File: config.mk
export PLATFORM = sky130hd
export DESIGN_NAME = pos_to_mask_builder_flat
export DESIGN_NICKNAME = d
export VERILOG_FILES = /design/src/rtl/pos_to_mask_builder_if.sv /design/src/rtl/pos_to_mask_builder.sv /design/src/flat_wrapper.sv
export SDC_FILE = /design/constraint.sdc
export NUM_CORES = 1
export LEC_CHECK = 0
export CORE_ASPECT_RATIO = 0.8
export CORE_MARGIN = 2
export CORE_UTILIZATION = 47
export CTS_CLUSTER_SIZE = 16
export DETAILED_ROUTE_END_ITERATION = 12
export PLACE_DENSITY = 0.83
export SLEW_MARGIN = 40
export SYNTH_ARGS = -nofsm -noshare
export SYNTH_HDL_FRONTEND = slang
export SYNTH_SLANG_ARGS = --single-unit
File: constraint.sdc
create_clock -name clk -period 3.2 [get_ports clk]
set_input_delay 0.64 -clock clk [delete_from_list [all_inputs] [get_ports clk]]
set_output_delay 0.64 -clock clk [all_outputs]
set_load 0.005 [all_outputs]
File: src/rtl/pos_to_mask_builder_if.sv
// rtl/pos_to_mask_builder_if.sv - position-beat input and rebuilt-mask output bundle for pos_to_mask_builder
interface pos_to_mask_builder_if #(
    parameter int WIDTH = 8,
    parameter int POS_W = $clog2(WIDTH)
);
    logic             in_valid;
    logic             in_ready;
    logic [POS_W-1:0] in_pos;
    logic             in_none;
    logic             in_last;
    logic             out_valid;
    logic             out_ready;
    logic [WIDTH-1:0] out_mask;
    logic [POS_W:0]   out_count;
    logic             err_range;
`ifdef POS_DUP_DETECT_EN
    logic             out_dup;
`endif

    modport slave (
        input  in_valid, in_pos, in_none, in_last, out_ready,
        output in_ready, out_valid, out_mask, out_count, err_range
`ifdef POS_DUP_DETECT_EN
        , output out_dup
`endif
    );

    modport master (
        output in_valid, in_pos, in_none, in_last, out_ready,
        input  in_ready, out_valid, out_mask, out_count, err_range
`ifdef POS_DUP_DETECT_EN
        , input out_dup
`endif
    );
endinterface

File: src/rtl/pos_to_mask_builder.sv
// rtl/pos_to_mask_builder.sv - rebuilds a WIDTH-bit mask from a framed stream of bit positions (option POS_DUP_DETECT_EN adds out_dup)
module pos_to_mask_builder #(
    parameter int WIDTH = 8,
    parameter int POS_W = $clog2(WIDTH)
) (
    input logic                 clk,
    input logic                 rst_n,
    pos_to_mask_builder_if.slave bus
);

    typedef enum logic {S_ACCUM, S_OUTPUT} state_t;

    state_t           state, state_nxt;
    logic             in_ready_q, out_valid_q;
    logic             take, give, in_range;
    logic [WIDTH-1:0] acc, onehot, acc_nxt, out_mask_q;
    logic [POS_W:0]   out_count_q;
    logic             err_q;

    function automatic logic [POS_W:0] popcount(input logic [WIDTH-1:0] v);
        logic [POS_W:0] n;
        n = '0;
        for (int i = 0; i < WIDTH; i++) n = n + {{POS_W{1'b0}}, v[i]};
        return n;
    endfunction

    // Out-of-range positions only exist when WIDTH is not a power of two.
    if (WIDTH < (1 << POS_W)) begin : g_range
        assign in_range = (bus.in_pos < POS_W'(WIDTH));
    end else begin : g_full
        assign in_range = 1'b1;
    end

    assign take   = bus.in_valid && in_ready_q;
    assign give   = out_valid_q && bus.out_ready;
    assign onehot = (!bus.in_none && in_range) ? (WIDTH'(1) << bus.in_pos) : '0;
    assign acc_nxt = acc | onehot;

    always_comb begin
        state_nxt = state;
        case (state)
            S_ACCUM:  if (take && bus.in_last) state_nxt = S_OUTPUT;
            S_OUTPUT: if (give) state_nxt = S_ACCUM;
            default:  state_nxt = S_ACCUM;
        endcase
    end

    // Handshake flags are registered from the next state so in_ready stays low during reset.
    always_ff @(posedge clk or negedge rst_n) begin
        if (!rst_n) begin
            state       <= S_ACCUM;
            in_ready_q  <= 1'b0;
            out_valid_q <= 1'b0;
        end else begin
            state       <= state_nxt;
            in_ready_q  <= (state_nxt == S_ACCUM);
            out_valid_q <= (state_nxt == S_OUTPUT);
        end
    end

    always_ff @(posedge clk or negedge rst_n) begin
        if (!rst_n) begin
            acc         <= '0;
            out_mask_q  <= '0;
            out_count_q <= '0;
            err_q       <= 1'b0;
        end else if (take) begin
            if (!bus.in_none && !in_range) err_q <= 1'b1;
            if (bus.in_last) begin
                out_mask_q  <= acc_nxt;
                out_count_q <= popcount(acc_nxt);
                acc         <= '0;
            end else begin
                acc <= acc_nxt;
            end
        end
    end

`ifdef POS_DUP_DETECT_EN
    logic dup_acc, out_dup_q, hit;

    // acc holds every bit set earlier in this frame, so overlap means a repeat.
    assign hit = |(acc & onehot);

    always_ff @(posedge clk or negedge rst_n) begin
        if (!rst_n) begin
            dup_acc   <= 1'b0;
            out_dup_q <= 1'b0;
        end else if (take) begin
            if (bus.in_last) begin
                out_dup_q <= dup_acc | hit;
                dup_acc   <= 1'b0;
            end else begin
                dup_acc <= dup_acc | hit;
            end
        end
    end

    assign bus.out_dup = out_dup_q;
`endif

    assign bus.in_ready  = in_ready_q;
    assign bus.out_valid = out_valid_q;
    assign bus.out_mask  = out_mask_q;
    assign bus.out_count = out_count_q;
    assign bus.err_range = err_q;

endmodule

File: src/flat_wrapper.sv
// flat-port wrapper written by rule: the top's interface ports become plain ports
module pos_to_mask_builder_flat 
#(
    parameter int WIDTH = 8,
    parameter int POS_W = $clog2(WIDTH)
)
  (clk, rst_n, bus_in_valid, bus_in_pos, bus_in_none, bus_in_last, bus_out_ready, bus_in_ready, bus_out_valid, bus_out_mask, bus_out_count, bus_err_range);
  pos_to_mask_builder_if #(.WIDTH(WIDTH), .POS_W(POS_W)) bus_i ();
  input logic clk;
  input logic rst_n;
  input wire logic [$bits(bus_i.in_valid)-1:0] bus_in_valid;
  input wire logic [$bits(bus_i.in_pos)-1:0] bus_in_pos;
  input wire logic [$bits(bus_i.in_none)-1:0] bus_in_none;
  input wire logic [$bits(bus_i.in_last)-1:0] bus_in_last;
  input wire logic [$bits(bus_i.out_ready)-1:0] bus_out_ready;
  output wire logic [$bits(bus_i.in_ready)-1:0] bus_in_ready;
  output wire logic [$bits(bus_i.out_valid)-1:0] bus_out_valid;
  output wire logic [$bits(bus_i.out_mask)-1:0] bus_out_mask;
  output wire logic [$bits(bus_i.out_count)-1:0] bus_out_count;
  output wire logic [$bits(bus_i.err_range)-1:0] bus_err_range;
  assign bus_i.in_valid = bus_in_valid;
  assign bus_i.in_pos = bus_in_pos;
  assign bus_i.in_none = bus_in_none;
  assign bus_i.in_last = bus_in_last;
  assign bus_i.out_ready = bus_out_ready;
  assign bus_in_ready = bus_i.in_ready;
  assign bus_out_valid = bus_i.out_valid;
  assign bus_out_mask = bus_i.out_mask;
  assign bus_out_count = bus_i.out_count;
  assign bus_err_range = bus_i.err_range;
  pos_to_mask_builder #(.WIDTH(WIDTH), .POS_W(POS_W)) u_core (.clk(clk), .rst_n(rst_n), .bus(bus_i));
endmodule
# Word level (Yosys, flattened, before mapping)
# Index checks and enable logic that the tools add are counted.
[classes] add_sub_neg=7 multipliers=0 div_mod_pow=0 n_lt_le_gt_ge=0 n_eq_ne=0 n_shift=1 muxes=5 bitwise=3 reduce_logical=4
[op_table] cell="4-bit by 1-bit adder with 4-bit output" n=6
[op_table] cell="8-bit two-way mux" n=2
[op_table] cell="8-bit bitwise OR" n=1
[op_table] cell="1-bit by 3-bit << shifter with 8-bit output, first input constant" n=1
[op_table] cell="1-bit logical AND" n=3
[op_table] cell="1-bit by 1-bit adder with 2-bit output" n=1
[op_table] cell="1-bit two-way mux" n=2
[op_table] cell="1-bit NOT" n=2
[op_table] cell="1-bit case mux with 2 select lines" n=1
[op_table] cell="2-bit AND reduction" n=1
[word_totals] reg_bits=22 latchBits=0 ram_bits=0 rom_bits=0 in_bits=9 output_inout_bits=15 wordCells=25 n_memories=0

# Logic depth before layout (Yosys ltp)
[logic_depth] depth_word=10 depth_mapped=10 ltp_nobuf=10

# Least setup slack after synthesis
# No wires, ideal clock.
[synth_path] path_kind="input to register" start="input port bus_in_pos[2]" end="register u_core.out_count_q[2], in the netlist u_core.bus.out_count[2]" setup_time_ns=0.128 arrival_ns=3.484 required_ns=3.072 path_slack_ns=-0.411 cell_stages=10 n_path_buf=0 path_cell_list="or4_4 > nand2_1 > ha_1 > fa_1 > fa_1 > fa_1 > inv_1 > fa_1 > xnor2_1 > mux2_1"
[synth_between] elab_chain_len=10
[synth_lines] item="from (decl)" line_no="flat_wrapper.sv:12" text="input wire logic [$bits(bus_i.in_pos)-1:0] bus_in_pos;"
[synth_lines] item="1-bit by 3-bit << shifter with 8-bit output" line_no="pos_to_mask_builder.sv:36" text="assign onehot = (!bus.in_none && in_range) ? (WIDTH'(1) << bus.in_pos) : '0;"
[synth_lines] item="8-bit two-way mux" line_no="pos_to_mask_builder.sv:36"
[synth_lines] item="8-bit bitwise OR" line_no="pos_to_mask_builder.sv:37" text="assign acc_nxt = acc | onehot;"
[synth_lines] item="named net u_core.acc_nxt[0]" line_no="pos_to_mask_builder.sv:16" text="logic [WIDTH-1:0] acc, onehot, acc_nxt, out_mask_q;"
[synth_lines] item="1-bit by 1-bit adder with 2-bit output" line_no="pos_to_mask_builder.sv:23" text="for (int i = 0; i < WIDTH; i++) n = n + {{POS_W{1'b0}}, v[i]};"
[synth_lines] item="4-bit by 1-bit adder with 4-bit output (6 in series)" line_no="pos_to_mask_builder.sv:23"
[synth_lines] item="to (signal assigned)" line_no="pos_to_mask_builder.sv:71" text="out_count_q <= popcount(acc_nxt);"
[synth_lines] item="to (decl)" line_no="pos_to_mask_builder.sv:17" text="logic [POS_W:0] out_count_q;"
# The timed path passes the listed nets, and every way through them passes these cells.
# A chain may end at the register's enable or synchronous reset.

# Final worst setup path
[layout_path] start="input port bus_in_none" end="register u_core.out_count_q[2], in the netlist u_core.bus.out_count[2]"
[layout_between] elab_chain_len=9
[layout_lines] item="from (decl)" line_no="flat_wrapper.sv:13" text="input wire logic [$bits(bus_i.in_none)-1:0] bus_in_none;"
[layout_lines] item="8-bit two-way mux" line_no="pos_to_mask_builder.sv:36"
[layout_lines] item="8-bit bitwise OR" line_no="pos_to_mask_builder.sv:37"
[layout_lines] item="named net u_core.acc_nxt[1]" line_no="pos_to_mask_builder.sv:16"
[layout_lines] item="1-bit by 1-bit adder with 2-bit output" line_no="pos_to_mask_builder.sv:23"
[layout_lines] item="4-bit by 1-bit adder with 4-bit output (6 in series)" line_no="pos_to_mask_builder.sv:23"
# The timed path passes the listed nets, and every way through them passes these cells.

==> impl_results.md <==
- RSZ-0062 raised after global routing: yes
- Final hold violations: 0
- DPL Wire Length: between 2000 and 2500 microns
- Ranking of synthesized cells by area: dfrtp_1 (46%), a31oi_1 (8.3%), fa_1 (6.6%)
- Hold WC Path Type: primary input to asynchronous set/reset pin
- Routed Antenna Nets: 0
- CP Max Fanout: 3
- Total CTS buffers: 3
- Filler cell count: about 220
- Buf/Inv on CP: 2
- Critical path depth: 11
- Synthesized cell area: 1200 sq um
- Final setup vio count: 2
- Internal power: 0.478 mW
- Ant. Diodes: 0
- Clock Root Buffer: clkbuf_4
- Post-synth EDFFs: 0
- Power Density: ~420 nW/um^2
- Post-synthesis sequential area ratio: 0.457
- DRT iter0 DRCs: 44
- Crit path max-delay family: adder cells
- Initial antenna violation count: 0
- Postcts setup bufs: 0
- Critical path endpoint category: register
- Number of primary I/O pins: 24
- Vias: 954
- Asr flop ratio synth: 1.00
- Net switching power: 0.188 mW
- CTS tree: built
- Syn Area/Cell: around 11 sq um
- Flops & latches, synth: 22
- Fin util: 0.647
- Reg power frac: 0.501
- First-pass GRT wire length: 4510 microns
- Worst-path cell chain: buf_6, or4b_4, nand2_4, ha_4, fa_1, fa_1, fa_2, inv_2, fa_2, xnor2_2, mux2_4
- Crit-path max cell delay: about 550 ps
- Synth Flop Type: dfrtp_1
- Per-cell routed wire length: 15.2 microns
- Final Net Count: roughly 160
- Cell count after synthesis: roughly 110
- Yosys cell types: 26
- Port Buffer Count: 22
- Clock sink count: 22
- Sw frac: 0.282
- Peak supply drop: 0.241 mV
- Tot GR Track Use: 0.198
- Worst-path clk slew: approximately 110 ps
- Gate power share: 0.317
- Worst endpoint required time: roughly 3400 ps
- Clock skew: around 2.5 ps
- Post-cts hold buffer count: 0
- Sequential Area: roughly 550 sq um
- Crit Path Class: primary input to register
- Worst path slowest cell: or4b_4
- Core Area: about 2400 sq um
- Setup TNS Final: -185 ps
- Layout cells sized above 1: 0.279
- Total chip power: around 0.67 mW
- Max H-tree Level: 1
- DR vias/cell: 5.42
- Tcrit/Tclk final: 1.05
- Clock power frac: 0.183
- WP data arrival: around 3600 ps
- Initial core utilization: 0.493
- Post-Layout Cell Count: about 180
- Die height: 49.3 microns
- 1st-pass router iterations: 4
- Longest Clk Path Bufs: 2
- Site row count: 16
- Pin count of the biggest net entering global routing: 23
- Status: complete, but fails checks
- Failing checks: setup timing
- Routed wire length: 2680 microns
- Placer Congestion: between 0.9 and 1
- Max-Cap Viols: 0
- Post-Syn Nets: roughly 130
- Residual DRC: 0
- Vias in the first global route: between 900 and 1000
- Hold Slack: ~280 ps
- Worst setup margin: -153 ps
- Worst Setup Start Kind: primary input
- Placed insts: 173
- Leak: roughly 0.7 nW
- Worst R2R Path Depth: 10
- Area Overhead vs Synth: 31.2%
- Syn. warnings: 0
- Area occupied by multi-input gates: roughly 600 sq um
- Minimum clock period after layout: ~3400 ps
- Max Freq: 298 MHz
- Die width: slightly above 60 microns
- Most area-hungry cell type in the Yosys netlist: dfrtp_1
- Grt ovf: 0
- Share of the synthesized area in the top cell type: 0.457
- Slew Viols, Final: 0
- Worst skew pair latency: around 300 ps
- Die area: roughly 3000 sq um
[cells by family (layout without fill, tap and decap cells)]
| family | Yosys count | count (layout) | synth area share |
|---|---|---|---|
| compound gates | 34 | 34 | 0.194 |
| fa+ha+maj | 7 | 7 | 0.0976 |
| simple gates | 19 | 19 | 0.118 |
| xor+xnor | 1 | 1 | 0.00727 |
| flops | 22 | 22 | 0.457 |
| other cells | 1 | 1 | 0.00311 |
| mux | 5 | 5 | 0.0447 |
| buf+inv | 20 | 51 | 0.0779 |
[per-stage QoR]
step,area (sq um),setup WS (ps)
floorplan,1210,-306
global placement,1530,-785
detailed placement,1530,-863
CTS,1570,-206
global route,1580,-175
finish,1580,-153
[cell type report]
cell class	instances	share of cell area
Timing Repair Buffer	36	0.198
Inverter	12	0.0285
Sequential cell	22	0.348
Clock buffer	3	0.0143
Multi-Input combinational cell	67	0.382
Tap cell	36	0.0285
[worst reg2reg max path, cell delays in order, from the launching register on]
cell     delay (ps)
dfrtp_1         390
inv_1           160
nand2_4          80
ha_4            260
fa_1            420
fa_1            520
fa_2            210
inv_2            40
fa_2            350
xnor2_2         150
mux2_4          260
[final timing paths]
| check | startpoint | to | slack, ps |
|---|---|---|---|
| worst min-delay path | rst_n | u_core.bus.out_count[1] | 280 |
| max in group asynchronous | rst_n | u_core.acc[3] | 2590 |
| worst max register to register | u_core.acc[0] | u_core.bus.out_count[2] | 260 |
| min in group clk | u_core.bus.out_count[0] | u_core.bus.out_count[0] | 500 |
| worst min register to register | u_core.bus.out_count[0] | u_core.bus.out_count[0] | 500 |
| worst max-delay path | bus_in_none | u_core.bus.out_count[2] | -150 |
[sequential cells by signal (all words and copies together) (netlist names)]
signal                cells
u_core.acc                8
u_core.bus.in_ready       1
u_core.bus.out_count      4
u_core.bus.out_mask       8
u_core.state              1
[cell usage after synthesis (2+ instances only)]
master	n
buf_1	2
fa_1	4
a31oi_1	16
nand4bb_1	3
dfrtp_1	22
buf_2	3
a21oi_1	9
mux2i_1	2
inv_1	12
nand2_1	8
a211oi_1	4
ha_1	3
or4b_4	3
buf_4	2
a211oi_2	4
mux2_1	2
[cells in the final DEF (no fill, tap or decap), drive strengths merged]
cell type / Yosys / routed
and3: 1 / 1
ha: 3 / 3
a31oi: 16 / 16
a21oi: 9 / 9
nand4bb: 3 / 3
clkbuf: 0 / 3
mux2: 3 / 3
buf: 8 / 19
nand4: 1 / 1
xnor2: 1 / 1
a211oi: 8 / 8
clkdlybuf4s50: 0 / 17
conb: 1 / 1
inv: 12 / 12
nand2: 8 / 8
or4b: 3 / 3
mux2i: 2 / 2
nand3: 1 / 1
or4: 1 / 1
nand4b: 1 / 1
dfrtp: 22 / 22
fa: 4 / 4
o2bb2ai: 1 / 1
[routing by layer]
layer / global-route usage / wire (microns) / share of wire
met5: 0 / 0 / 0
met4: 0.0109 / 5 / 0.0019
met3: 0.0504 / 88 / 0.033
met2: 0.332 / 1360 / 0.51
met1: 0.270 / 1230 / 0.46
[power by group through the flow]
stage / combinational [mW] / clock (mW) / sequential, mW
2_1_floorplan: 0.0895 / 0 / 0.343
5_1_grt: 0.231 / 0.139 / 0.339
3_5_place_dp: 0.209 / 0 / 0.340
4_1_cts: 0.213 / 0.127 / 0.334
6_report: 0.211 / 0.122 / 0.334
3_3_place_gp: 0.203 / 0 / 0.339
[repair_timing]
action / 4_1_cts / 5_1_grt
resized for setup: 24 / 1
pin swaps: 10 / 7
endpoints found under the setup margin: 4 / 2
gates cloned: 0 / 0
No activity file was read; power rests on OpenSTA's default activity.
==> RTL edit, RTL diff (config.mk and constraints unchanged) <==
`WIDTH` is set to 8 in 3 places; all go to 16.
--- a/src/rtl/pos_to_mask_builder_if.sv
+++ b/src/rtl/pos_to_mask_builder_if.sv
@@ -1,5 +1,5 @@
 // rtl/pos_to_mask_builder_if.sv - position-beat input and rebuilt-mask output bundle for pos_to_mask_builder
 interface pos_to_mask_builder_if #(
-    parameter int WIDTH = 8,
+    parameter int WIDTH = 16,
     parameter int POS_W = $clog2(WIDTH)
 );
--- a/src/rtl/pos_to_mask_builder.sv
+++ b/src/rtl/pos_to_mask_builder.sv
@@ -1,5 +1,5 @@
 // rtl/pos_to_mask_builder.sv - rebuilds a WIDTH-bit mask from a framed stream of bit positions (option POS_DUP_DETECT_EN adds out_dup)
 module pos_to_mask_builder #(
-    parameter int WIDTH = 8,
+    parameter int WIDTH = 16,
     parameter int POS_W = $clog2(WIDTH)
 ) (
--- a/src/flat_wrapper.sv
+++ b/src/flat_wrapper.sv
@@ -2,5 +2,5 @@
 module pos_to_mask_builder_flat 
 #(
-    parameter int WIDTH = 8,
+    parameter int WIDTH = 16,
     parameter int POS_W = $clog2(WIDTH)
 )
Interface: changed (resized bus_in_pos, bus_out_count and bus_out_mask); port bits go from 24 to 34. No check against the original RTL was run, so the function may have changed too.
==> RTL edit against the unedited design <==
  * Wire length rose to 2.5 times the old value
  * Largest power group unchanged
  * Sequential share of layout area down 4.4 points
  * Area after synthesis up 62%
  * Worst setup slack worse by 0.98 ns
  * Clock power rose to 2.7 times the old value
  * Critical endpoint is now u_core.bus.out_count[4]
  * Sequential cell count up 17
  * Via count up 110%
  * The flow still finishes with violations (negative setup slack)
  * Total power up 72%
  * Cell area up 100%
==> RTL edit: results (changes against the unedited design) <==
LEAKAGE 1.53 nW (+120%); most used flip-flop cell after synthesis dfrtp_1; worst reg2reg path startpoint u_core.acc[0]; worst reg2reg path depth 13 (+3); CP max stage delay 0.50 ns (-0.05 ns); vias in the first global route 2123 (+120%); Clock Root Buffer clkbuf_8; layout cells sized above 1 38.4% (+11 points); initial antenna violation count 0 (unchanged); CP startpoint bus_in_pos[2]; Overall Global Routing Usage 32.5% (+13 points); CP max stage cell fa_1; WS Path Type input port to flop; synth unique cells 27 (+3.8%); gpl congestion 0.957 (+5.4%); Worst Hold Class input port to asynchronous set/reset pin; DR pass1 iterations 4 (unchanged); Antenna Diode Count 0 (unchanged); Iteration-0 DRC Markers 93 (+110%); crit path DAT 4.56 ns (+1.01 ns); post-CTS setup buffer count 56 (+56); Setup TNS -5.76 ns (-5.57 ns); Clock Tree Buf Depth 2 (unchanged); largest net degree at the start of global routing 40 (+74%); Crit path max-delay family adder cells; Final HPWL DP 3260 um (+62%); CTS resizes 83 (+250%); failing checks negative setup slack; final setup vio count 9 (+7); first-pass GRT wire length 11100 um (+150%); synth warn 0 (unchanged); Layout Skew 0.00675 ns (+0.00428 ns); clock-pin slew on the worst setup and hold paths 0.08 ns (-0.03 ns); Reg2Reg Setup Slack -0.87 ns (-1.13 ns); Post-Place Cells 298 (+72%); most area-consuming cells after synthesis dfrtp_1 (50%), fa_1 (10%), a21oi_1 (7.2%); Synth Area per Inst 10.1 um2 (-8.6%); Net Count, Synth 218 (+74%); Post-synth ARST share 100% (unchanged); Post-DP Area 2510 um2 (+65%); max_slew headroom a little over two fifths; H-tree depth 2 (+1); latest clock arrival within the worst-skew pair 0.30 ns (about the same); Critical R2R Capture u_core.bus.out_count[4]; total CTS buffers 5 (+2); vias per cell 5.62 (+3.6%); final WL 6750 um (+150%); dpl ws -1.82 ns (-0.958 ns); status finished with violations; Post-synth top cells dfrtp_1 (39), a21oi_1 (28), nand2_1 (21), o21ai_0 (21); Seq/Total Area, Yosys 50.0% (+4.3 points); IO Port Bufs 32 (+45%); crit path max fanout 3 (unchanged); # nets final 321 (+100%); Peak VDD IR 0.331 mV (+38%); final cell count without fillers 352 (+100%); worst setup margin -1.13 ns (-0.981 ns)
## RTL edit: changes by cell type after synthesis, sizes merged, moves of 4 or more
cell / delta
a211oi: -8
nor3: +17
dfrtp: +17
a21oi: +19
inv: +5
clkbuf: +4
a31oi: -11
fa: +6
o21ai: +21
nand2: +13
## RTL edit: routing by layer
metal	share of wire, %	track usage, %	vias to the layer above
met3	6.5	7.92	25
met1	41	39.6	991
met2	49	56.3	97
met4	3.3	16.9	0
met5	0	0	-
li1	-	-	864
## RTL edit: worst min-delay path by stage
stage / start / end / slack (ns)
floorplan: rst_n / u_core.acc[0] / 0.34
global placement: u_core.bus.out_mask[13] / u_core.bus.out_mask[13] / 0.46
detailed placement: u_core.bus.out_mask[7] / u_core.bus.out_mask[7] / 0.47
CTS: rst_n / u_core.bus.out_count[1] / 0.32
global route: rst_n / u_core.acc[11] / 0.34
finish: rst_n / u_core.bus.out_mask[8] / 0.30
## RTL edit: cell type report
class / count / area, um2
Sequential cell: 39 / 976
Tap cell: 55 / 68.8
Inverter: 17 / 63.8
Clock inverter: 1 / 5.00
Multi-Input combinational cell: 125 / 976
Clock buffer: 7 / 76.3
Timing Repair Buffer: 108 / 1040
Fill cell: 213 / 677
## RTL edit: kinds of logic (layout without fill, tap and decap cells)
logic type,after synthesis,count (layout),synth area share (%)
AO/OA/AOI/OAI,55,55,14.6
AND/OR/NAND/NOR,52,52,13.8
flip-flops,39,39,50.0
buffers and inverters,29,133,6.93
adder cells (fa/ha/maj),15,15,13.5
other,1,1,0.192
XOR/XNOR,1,1,0.449
multiplexers,1,1,0.513
## RTL edit: where the power goes
part           switching (mW)  internal, mW
sequential             0.0260         0.518
clock                   0.171         0.153
combinational           0.131         0.144
total                   0.328         0.815
